===== src/rtl/dispatch_buffer.sv =====
// -----------------------------------------------------------------------------
// dispatch_buffer
//
// Two-wide in-order FIFO between the renamer and the reservation-station
// dispatch logic. Each cycle it accepts up to two renamed packets (slot 0 is
// the older one) and presents the two oldest entries to dispatch. Dispatch
// pops strictly in order. The renamer is told to hold (stop) whenever fewer
// than two free entries remain. A flush empties the buffer in one cycle.
//
// Ports
//   clock      in   1         single clock, all state changes on posedge
//   reset      in   1         synchronous, active-low
//   flush      in   1         synchronous full clear (mispredict/exception)
//   in_valid   in   2         [0]=older slot, [1]=younger slot from renamer
//   in_pkt_0   in   PKT_W     older incoming packet
//   in_pkt_1   in   PKT_W     younger incoming packet
//   stop       out  1         to renamer: hold, do not present new packets
//   out_valid  out  2         [0]=head valid, [1]=head+1 valid
//   out_pkt_0  out  PKT_W     packet at head
//   out_pkt_1  out  PKT_W     packet at head+1
//   out_ready  in   2         dispatch accepts slot 0 / slot 1 this cycle
//   count      out  AW+1      current occupancy
// -----------------------------------------------------------------------------
module dispatch_buffer #(
  parameter int DEPTH = 8,
  parameter int PKT_W = 128
) (
  input  logic                     clock,
  input  logic                     reset,
  input  logic                     flush,
  input  logic [1:0]               in_valid,
  input  logic [PKT_W-1:0]         in_pkt_0,
  input  logic [PKT_W-1:0]         in_pkt_1,
  output logic                     stop,
  output logic [1:0]               out_valid,
  output logic [PKT_W-1:0]         out_pkt_0,
  output logic [PKT_W-1:0]         out_pkt_1,
  input  logic [1:0]               out_ready,
  output logic [$clog2(DEPTH):0]   count
);

  localparam int AW = $clog2(DEPTH);
  localparam int CW = AW + 1;

  localparam logic [AW-1:0] PTR_ZERO = AW'(0);
  localparam logic [AW-1:0] PTR_ONE  = AW'(1);
  localparam logic [CW-1:0] CNT_ZERO = CW'(0);
  localparam logic [CW-1:0] CNT_ONE  = CW'(1);
  localparam logic [CW-1:0] CNT_TWO  = CW'(2);
  // Two free slots are needed to accept a full two-wide group.
  localparam logic [CW-1:0] STOP_LVL = CW'(DEPTH - 2);

  // Storage and pointers
  logic [PKT_W-1:0] mem_r [DEPTH];
  logic [AW-1:0]    head_r;
  logic [AW-1:0]    tail_r;
  logic [CW-1:0]    count_r;

  // Per-cycle control
  logic             stop_s;
  logic [1:0]       out_valid_s;
  logic [AW-1:0]    head_plus1_s;
  logic [AW-1:0]    tail_plus1_s;
  logic [1:0]       n_push_s;
  logic [1:0]       n_pop_s;
  logic [PKT_W-1:0] wr_pkt_a_s;
  logic [PKT_W-1:0] wr_pkt_b_s;
  logic             update_en_s;

  // Occupancy-derived status; stop takes no credit for a same-cycle pop.
  always_comb begin
    stop_s         = (count_r > STOP_LVL);
    out_valid_s    = 2'b00;
    out_valid_s[0] = (count_r >= CNT_ONE);
    out_valid_s[1] = (count_r >= CNT_TWO);
    head_plus1_s   = head_r + PTR_ONE;
    tail_plus1_s   = tail_r + PTR_ONE;
    update_en_s    = reset && !flush;
  end

  // Push decode: oldest valid packet goes to tail, a second one to tail+1.
  always_comb begin
    n_push_s   = 2'd0;
    wr_pkt_a_s = in_pkt_0;
    wr_pkt_b_s = in_pkt_1;
    case (in_valid)
      2'b11: begin
        n_push_s   = 2'd2;
        wr_pkt_a_s = in_pkt_0;
        wr_pkt_b_s = in_pkt_1;
      end
      2'b01: begin
        n_push_s   = 2'd1;
        wr_pkt_a_s = in_pkt_0;
      end
      // Younger-only is a protocol violation upstream; keep the packet anyway.
      2'b10: begin
        n_push_s   = 2'd1;
        wr_pkt_a_s = in_pkt_1;
      end
      default: begin
        n_push_s = 2'd0;
      end
    endcase
    if (stop_s) begin
      n_push_s = 2'd0;
    end else begin
      n_push_s = n_push_s;
    end
  end

  // Pop decode: slot 1 can only leave together with slot 0.
  always_comb begin
    n_pop_s = 2'd0;
    if (out_valid_s[0] && out_ready[0]) begin
      if (out_valid_s[1] && out_ready[1]) begin
        n_pop_s = 2'd2;
      end else begin
        n_pop_s = 2'd1;
      end
    end else begin
      n_pop_s = 2'd0;
    end
  end

  // Pointer and occupancy registers; reset beats flush beats push/pop.
  always_ff @(posedge clock) begin
    if (!reset) begin
      head_r  <= PTR_ZERO;
      tail_r  <= PTR_ZERO;
      count_r <= CNT_ZERO;
    end else if (flush) begin
      head_r  <= PTR_ZERO;
      tail_r  <= PTR_ZERO;
      count_r <= CNT_ZERO;
    end else begin
      head_r  <= head_r + AW'(n_pop_s);
      tail_r  <= tail_r + AW'(n_push_s);
      count_r <= count_r + CW'(n_push_s) - CW'(n_pop_s);
    end
  end

  // Packet storage write port; contents are not reset, validity comes from count.
  always_ff @(posedge clock) begin
    if (update_en_s) begin
      if (n_push_s != 2'd0) begin
        mem_r[tail_r] <= wr_pkt_a_s;
      end
      if (n_push_s == 2'd2) begin
        mem_r[tail_plus1_s] <= wr_pkt_b_s;
      end
    end
  end

  // Output drive: combinational read of the two oldest entries.
  always_comb begin
    stop      = stop_s;
    out_valid = out_valid_s;
    count     = count_r;
    out_pkt_0 = mem_r[head_r];
    out_pkt_1 = mem_r[head_plus1_s];
  end

endmodule

===== config.mk =====
export PLATFORM = sky130hd
export DESIGN_NAME = dispatch_buffer
export DESIGN_NICKNAME = d
export VERILOG_FILES = /design/src/rtl/dispatch_buffer.sv
export SDC_FILE = /design/constraint.sdc
export NUM_CORES = 2
export LEC_CHECK = 0
export ABC_AREA = 1
export BUFFER_PORTS_ARGS = -buffer_cell sky130_fd_sc_hd__buf_2
export CORE_MARGIN = 2
export CORE_UTILIZATION = 60
export DETAILED_ROUTE_END_ITERATION = 8
export PLACE_DENSITY = 0.8
export SLEW_MARGIN = 20
export SYNTH_ARGS = -nofsm -noshare
export SYNTH_HDL_FRONTEND = slang
export SYNTH_SLANG_ARGS = --single-unit

===== constraint.sdc =====
create_clock -name clock -period 7.9 [get_ports clock]
set_clock_uncertainty 0.2 [all_clocks]
set_input_delay 1.58 -clock clock [delete_from_list [all_inputs] [get_ports clock]]
set_output_delay 1.58 -clock clock [all_outputs]
set_load 0.02 [all_outputs]

Word level (Yosys, flattened, before mapping) --
Memories as Yosys holds them, arrays and structs flattened. A register that Yosys moved wholly into a read port is not among the register bits. Index checks and enable logic that the tools add are counted.
Word-level totals: bits in registers 10, bits in writable memories 1024, bits of input ports 263, output and inout port bits 263, logic and storage cells 37, memories 1
Memories:
- mem_r | words 8, width 128, read ports 2, clocked after Yosys merged registers in 1, wr ports 2, RTL line 54 | logic [PKT_W-1:0] mem_r [DEPTH];
Operators by class: add/sub/neg operators 6, $lt $le $gt $ge 3, eq/ne operators 4, muxes and demuxes 12, bitwise logic cells 1, reduce and logical (&&, ||, !) cells 7
Operators with widths (count):
- 128-bit two-way mux | 1
- 3-bit by 1-bit adder with 3-bit output (second input constant) | 2
- 3-bit by 2-bit adder with 3-bit output | 2
- 2-bit == test (second input constant) | 3
- 1-bit two-way mux | 6
- 2-bit two-way mux | 3
- 4-bit by 2-bit adder with 4-bit output | 1
- 4-bit by 1-bit >= comparator with 1-bit output (second input constant) | 1
- 4-bit by 2-bit >= comparator with 1-bit output (second input constant) | 1
- 4-bit by 3-bit greater-than comparator with 1-bit output (second input constant) | 1
- 2-bit case mux with 2 select lines | 1
- 2-bit OR reduction | 2
- 4-bit by 2-bit subtractor with 4-bit output | 1
- 1-bit logical AND | 3
- 3-bit two-way mux | 1
- 2-bit by 1-bit == test with 1-bit output (second input constant) | 1
- 2-bit nonzero test | 1
- 1-bit zero test | 1
- 1-bit inverter | 1

Logic depth before layout (Yosys ltp) --
word-level depth 8, gate-level depth with buffers 13, depth with buffers taken out 13

Worst setup path before layout --
Ideal clock, no wire load.
path kind input to register, from input port in_valid[0], to memory mem_r[4][0] (enable), library setup time 1.111 ns, data arrival time 4.663 ns, data required time 6.589 ns, setup slack 1.926 ns, stages on the path 8, buffers on the path 2, cells stage by stage inv_1 ha_1 nand2_1 nor2_4 buf_6 nand2_2 clkbuf_1 nand2_1
RTL lines:
- start: declaration | RTL line 31 | input logic [1:0] in_valid,
- end: declaration | RTL line 54

Final worst setup path --
from register head_r[1], to output port out_pkt_1[104]
On the way: word-level cells in the longest chain between the ends 2
RTL lines:
- start: declaration | RTL line 55 | logic [AW-1:0] head_r;
- start signal: assignment | RTL line 137 | head_r <= head_r + AW'(n_pop_s);
- 3-bit by 1-bit adder with 3-bit output | RTL line 76 | head_plus1_s = head_r + PTR_ONE;
- memory read 8 x 128 bit
- end: declaration | RTL line 37 | output logic [PKT_W-1:0] out_pkt_1,
Every way passes these cells.

==> flow_metrics.py <==
metrics = {
    "outcome": {
        "status": "completed",
    },
    "power": {
        "power_frac_clock_pct": 31.0,
        "p_seq_share_pct": 36.5,
        "power_per_cell_area_nw_per_um2": 237,
        "ir_drop_v": 0.000184,
        "combPwrFrac_pct": 32.5,
        "swShare_pct": 37.4,
        "p_total_mw": 17.2,
        "intPower_mw": 10.8,
        "p_switching_mw": 6.42,
        "leakage_nw": 31.9,
    },
    "route": {
        "drc": 0,
        "wl_per_cell_um": 23.0,
        "vias": 67476,
        "first_pass_iters": 8,
        "via_per_inst": 6.41,
        "drt_wl_total_um": 242000,
        "drt_first_iter_violations": 10451,
        "drtAntennaViolNets": 0,
    },
    "synthesis": {
        "avgSynthCellArea_um2": 7.45,
        "synth_area_um2": 67700,
        "yosys_warnings": 0,
        "synthCells": 9080,
        "yosys-top-cells-area": "edfxtp_1 45%, nand2_1 20%, nand3_1 7.7%, a21oi_1 5.7%, o21ai_0 3.2%",
        "syn_nets": 9359,
        "netlist.area_leader.share_pct": 45.4,
        "ys_seq_elements": 1034,
        "yosysSeqAreaShare_pct": 45.7,
        "yosysTopAreaCell": "edfxtp_1",
        "synth_cell_types": 29,
    },
    "clock_network": {
        "cts_buffers": 112,
        "cts.sinks": 1034,
        "cts_resized": 0,
        "path_clk_slew_ns": 0.06,
        "post-cts-setup-buffer-count": 0,
        "clock_latency_ns": 0.71,
        "ctsHoldBuffers": 0,
        "tritoncts": "done",
        "cts-root-buf": "clkbuf_16",
        "cts_buffer_depth": 3,
        "h-tree-depth": 3,
    },
    "worst_setup_path": {
        "required_ns": 6.12,
        "path_buf_inv": 3,
        "worstSetupPathType": "reg2out",
        "crit_family": "buffers and inverters",
        "slowest_stage": "dfxtp_4",
        "worst-endpoint-arrival_ns": 4.39,
        "crit_chain": "ha_4 -> inv_8 -> buf_4 -> a21oi_1 -> o21ai_1 -> nand2_1 -> nand2_1 -> nand2_1 -> buf_2",
        "crit_fanout": 111,
        "crit_path_start_kind": "register",
        "cp_num_cells": 9,
        "cpMostUsedCell": "nand2_1",
        "cp-end-kind": "output port",
        "ff2ff_path_depth": 8,
        "slowest_delay_ns": 0.84,
    },
    "grt": {
        "busiest_layer": "met2",
        "grt_max_degree": 268,
        "use_met3_pct": 7.46,
        "grt_pass1_vias": 63845,
        "grtUsageMet2_pct": 63.1,
        "grt_antenna_before_repair": 18,
        "overflow": 0,
        "grt_pass1_wl_um": 361000,
        "grtUsageTotal_pct": 40.1,
        "grtUsageMet1_pct": 50.1,
    },
    "floorplan": {
        "die_area_um2": 116000,
        "fp.dieH_um": 340,
        "rows": 123,
        "core_um2": 112000,
        "start_util_pct": 60.3,
        "ios": 526,
        "dieWidth_um": 340,
    },
    "layout": {
        "nets": 9195,
        "drive_above_1_share_pct": 10.3,
        "layout_commonest_cell": "nand2_1",
        "syn2layout_area_growth_pct": 7.30,
        "stdcell_area_um2": 72600,
        "n_fill_cell": 9217,
        "final_cell_mix": "3596 x nand2_1, 1039 x nand3_1, 1024 x edfxtp_1",
    },
    "placement": {
        "port_buffers": 525,
        "dpl-instance-area_um2": 68900,
        "place_ws_ns": 2.02,
        "dp_hpwl_um": 125000,
        "gp_congestion": 0.876,
    },
    "hold_path": {
        "min_path_type": "reg2reg",
        "worstHoldPathCells": 3,
    },
    "timing": {
        "timing.slew.headroom_pct": 19.3,
        "slew_violations": 0,
        "finalWorstSetupSlack_ns": 1.73,
        "tns_ns": 0,
        "final.period_utilization_pct": 78.1,
        "final.min_clock_period_ns": 6.17,
        "hold_viol": 0,
        "rsz0062_at_grt": "false",
        "final-setup-viol-count": 0,
        "fmax_ghz": 0.162,
        "tightest_slew_ns": 1.21,
    },
    "run": {
        "drv_cap": 0,
    },
}
path summary, 6_finish.rpt:
kind	from	to	slack, ns
worst min-delay path	count[0]$_SDFF_PP0_	count[0]$_SDFF_PP0_	0.48
worst min register to register	count[0]$_SDFF_PP0_	count[0]$_SDFF_PP0_	0.48
worst max-delay path	head_r[1]$_SDFF_PP0_	out_pkt_1[104]	1.73
worst max register to register	tail_r[0]$_SDFF_PP0_	mem_r[3][101]$_DFFE_PP_	2.77
power by group through the flow:
stage | sequential, mW | combinational [mW] | clock (mW)
after floorplan | 6.39 | 3.79 | 0
after global placement | 6.38 | 5.21 | 0
after detailed placement | 6.39 | 5.37 | 0
after CTS | 6.27 | 5.40 | 5.27
after global routing | 6.28 | 5.99 | 5.47
final | 6.27 | 5.60 | 5.32
cells in the mapped netlist:
master and count:
buf_6 60, or2_2 1, mux2_2 128, o21ai_0 431
clkbuf_1 403, inv_2 2, edfxtp_1 1024, nor2_2 4
ha_1 12, fa_1 4, buf_1 23, nor3_1 8
inv_1 535, a21oi_1 771, nand3b_1 1, buf_2 317
nand2_1 3608, nor2_4 1, nand2_2 5, xor2_1 1
buf_4 78, dfxtp_1 10, o211ai_1 256, o21ai_1 337
nor2_1 16, nand3_1 1039, nand3_2 1, clkinv_1 1
xnor2_1 3
state kept, by name, indices dropped and copies added (netlist names):
name    flops
mem_r    1024
tail_r      3
head_r      3
count       4
worst min-delay path, delay by kind of cell (launching register included):
kind                     cells  cell delay, ns
AND/OR/NAND/NOR              1            0.08
buffers and inverters        1            0.03
adder cells (fa/ha/maj)      1            0.15
flip-flops                   1            0.39
routing by layer:
metal | vias to the layer above | wire (µm) | part of all wire (%)
li1 | 29967 | - | -
met1 | 30677 | 80100 | 33
met2 | 5662 | 109000 | 45
met3 | 1164 | 35100 | 14
met4 | 6 | 17600 | 7.3
met5 | - | 28 | 0.012
metrics by stage:
stage / hold WS (ns) / util, % / cells
6_report: 0.484 / 64.7 / 10524
2_1_floorplan: 0.385 / - / 9080
4_1_cts: 0.465 / 64.6 / 10507
3_3_place_gp: 0.445 / 61.4 / 10300
3_5_place_dp: 0.442 / 61.4 / 10300
5_1_grt: 0.514 / 64.7 / 10521
cells by family after synthesis:
family,Yosys count,synth area share [%]
mux,128,2.13
compound gates,1795,14.2
xor+xnor,4,0.0518
simple gates,4684,28.0
fa+ha+maj,16,0.340
buf+inv,1419,9.55
flops,1034,45.7
layout make-up:
type / count / area, µm² / share of cell area (%)
Clock buffer: 137 / 2960 / 4.08
Timing Repair Buffer: 603 / 3610 / 4.98
Tap cell: 1500 / 1880 / 2.58
Sequential cell: 1034 / 31000 / 42.6
Clock inverter: 70 / 636 / 0.875
Inverter: 538 / 2040 / 2.82
Antenna cell: 15 / 37.5 / 0.0517
Multi-Input combinational cell: 6627 / 30500 / 42.0
Note: power is estimated with default switching activity, not from simulation.
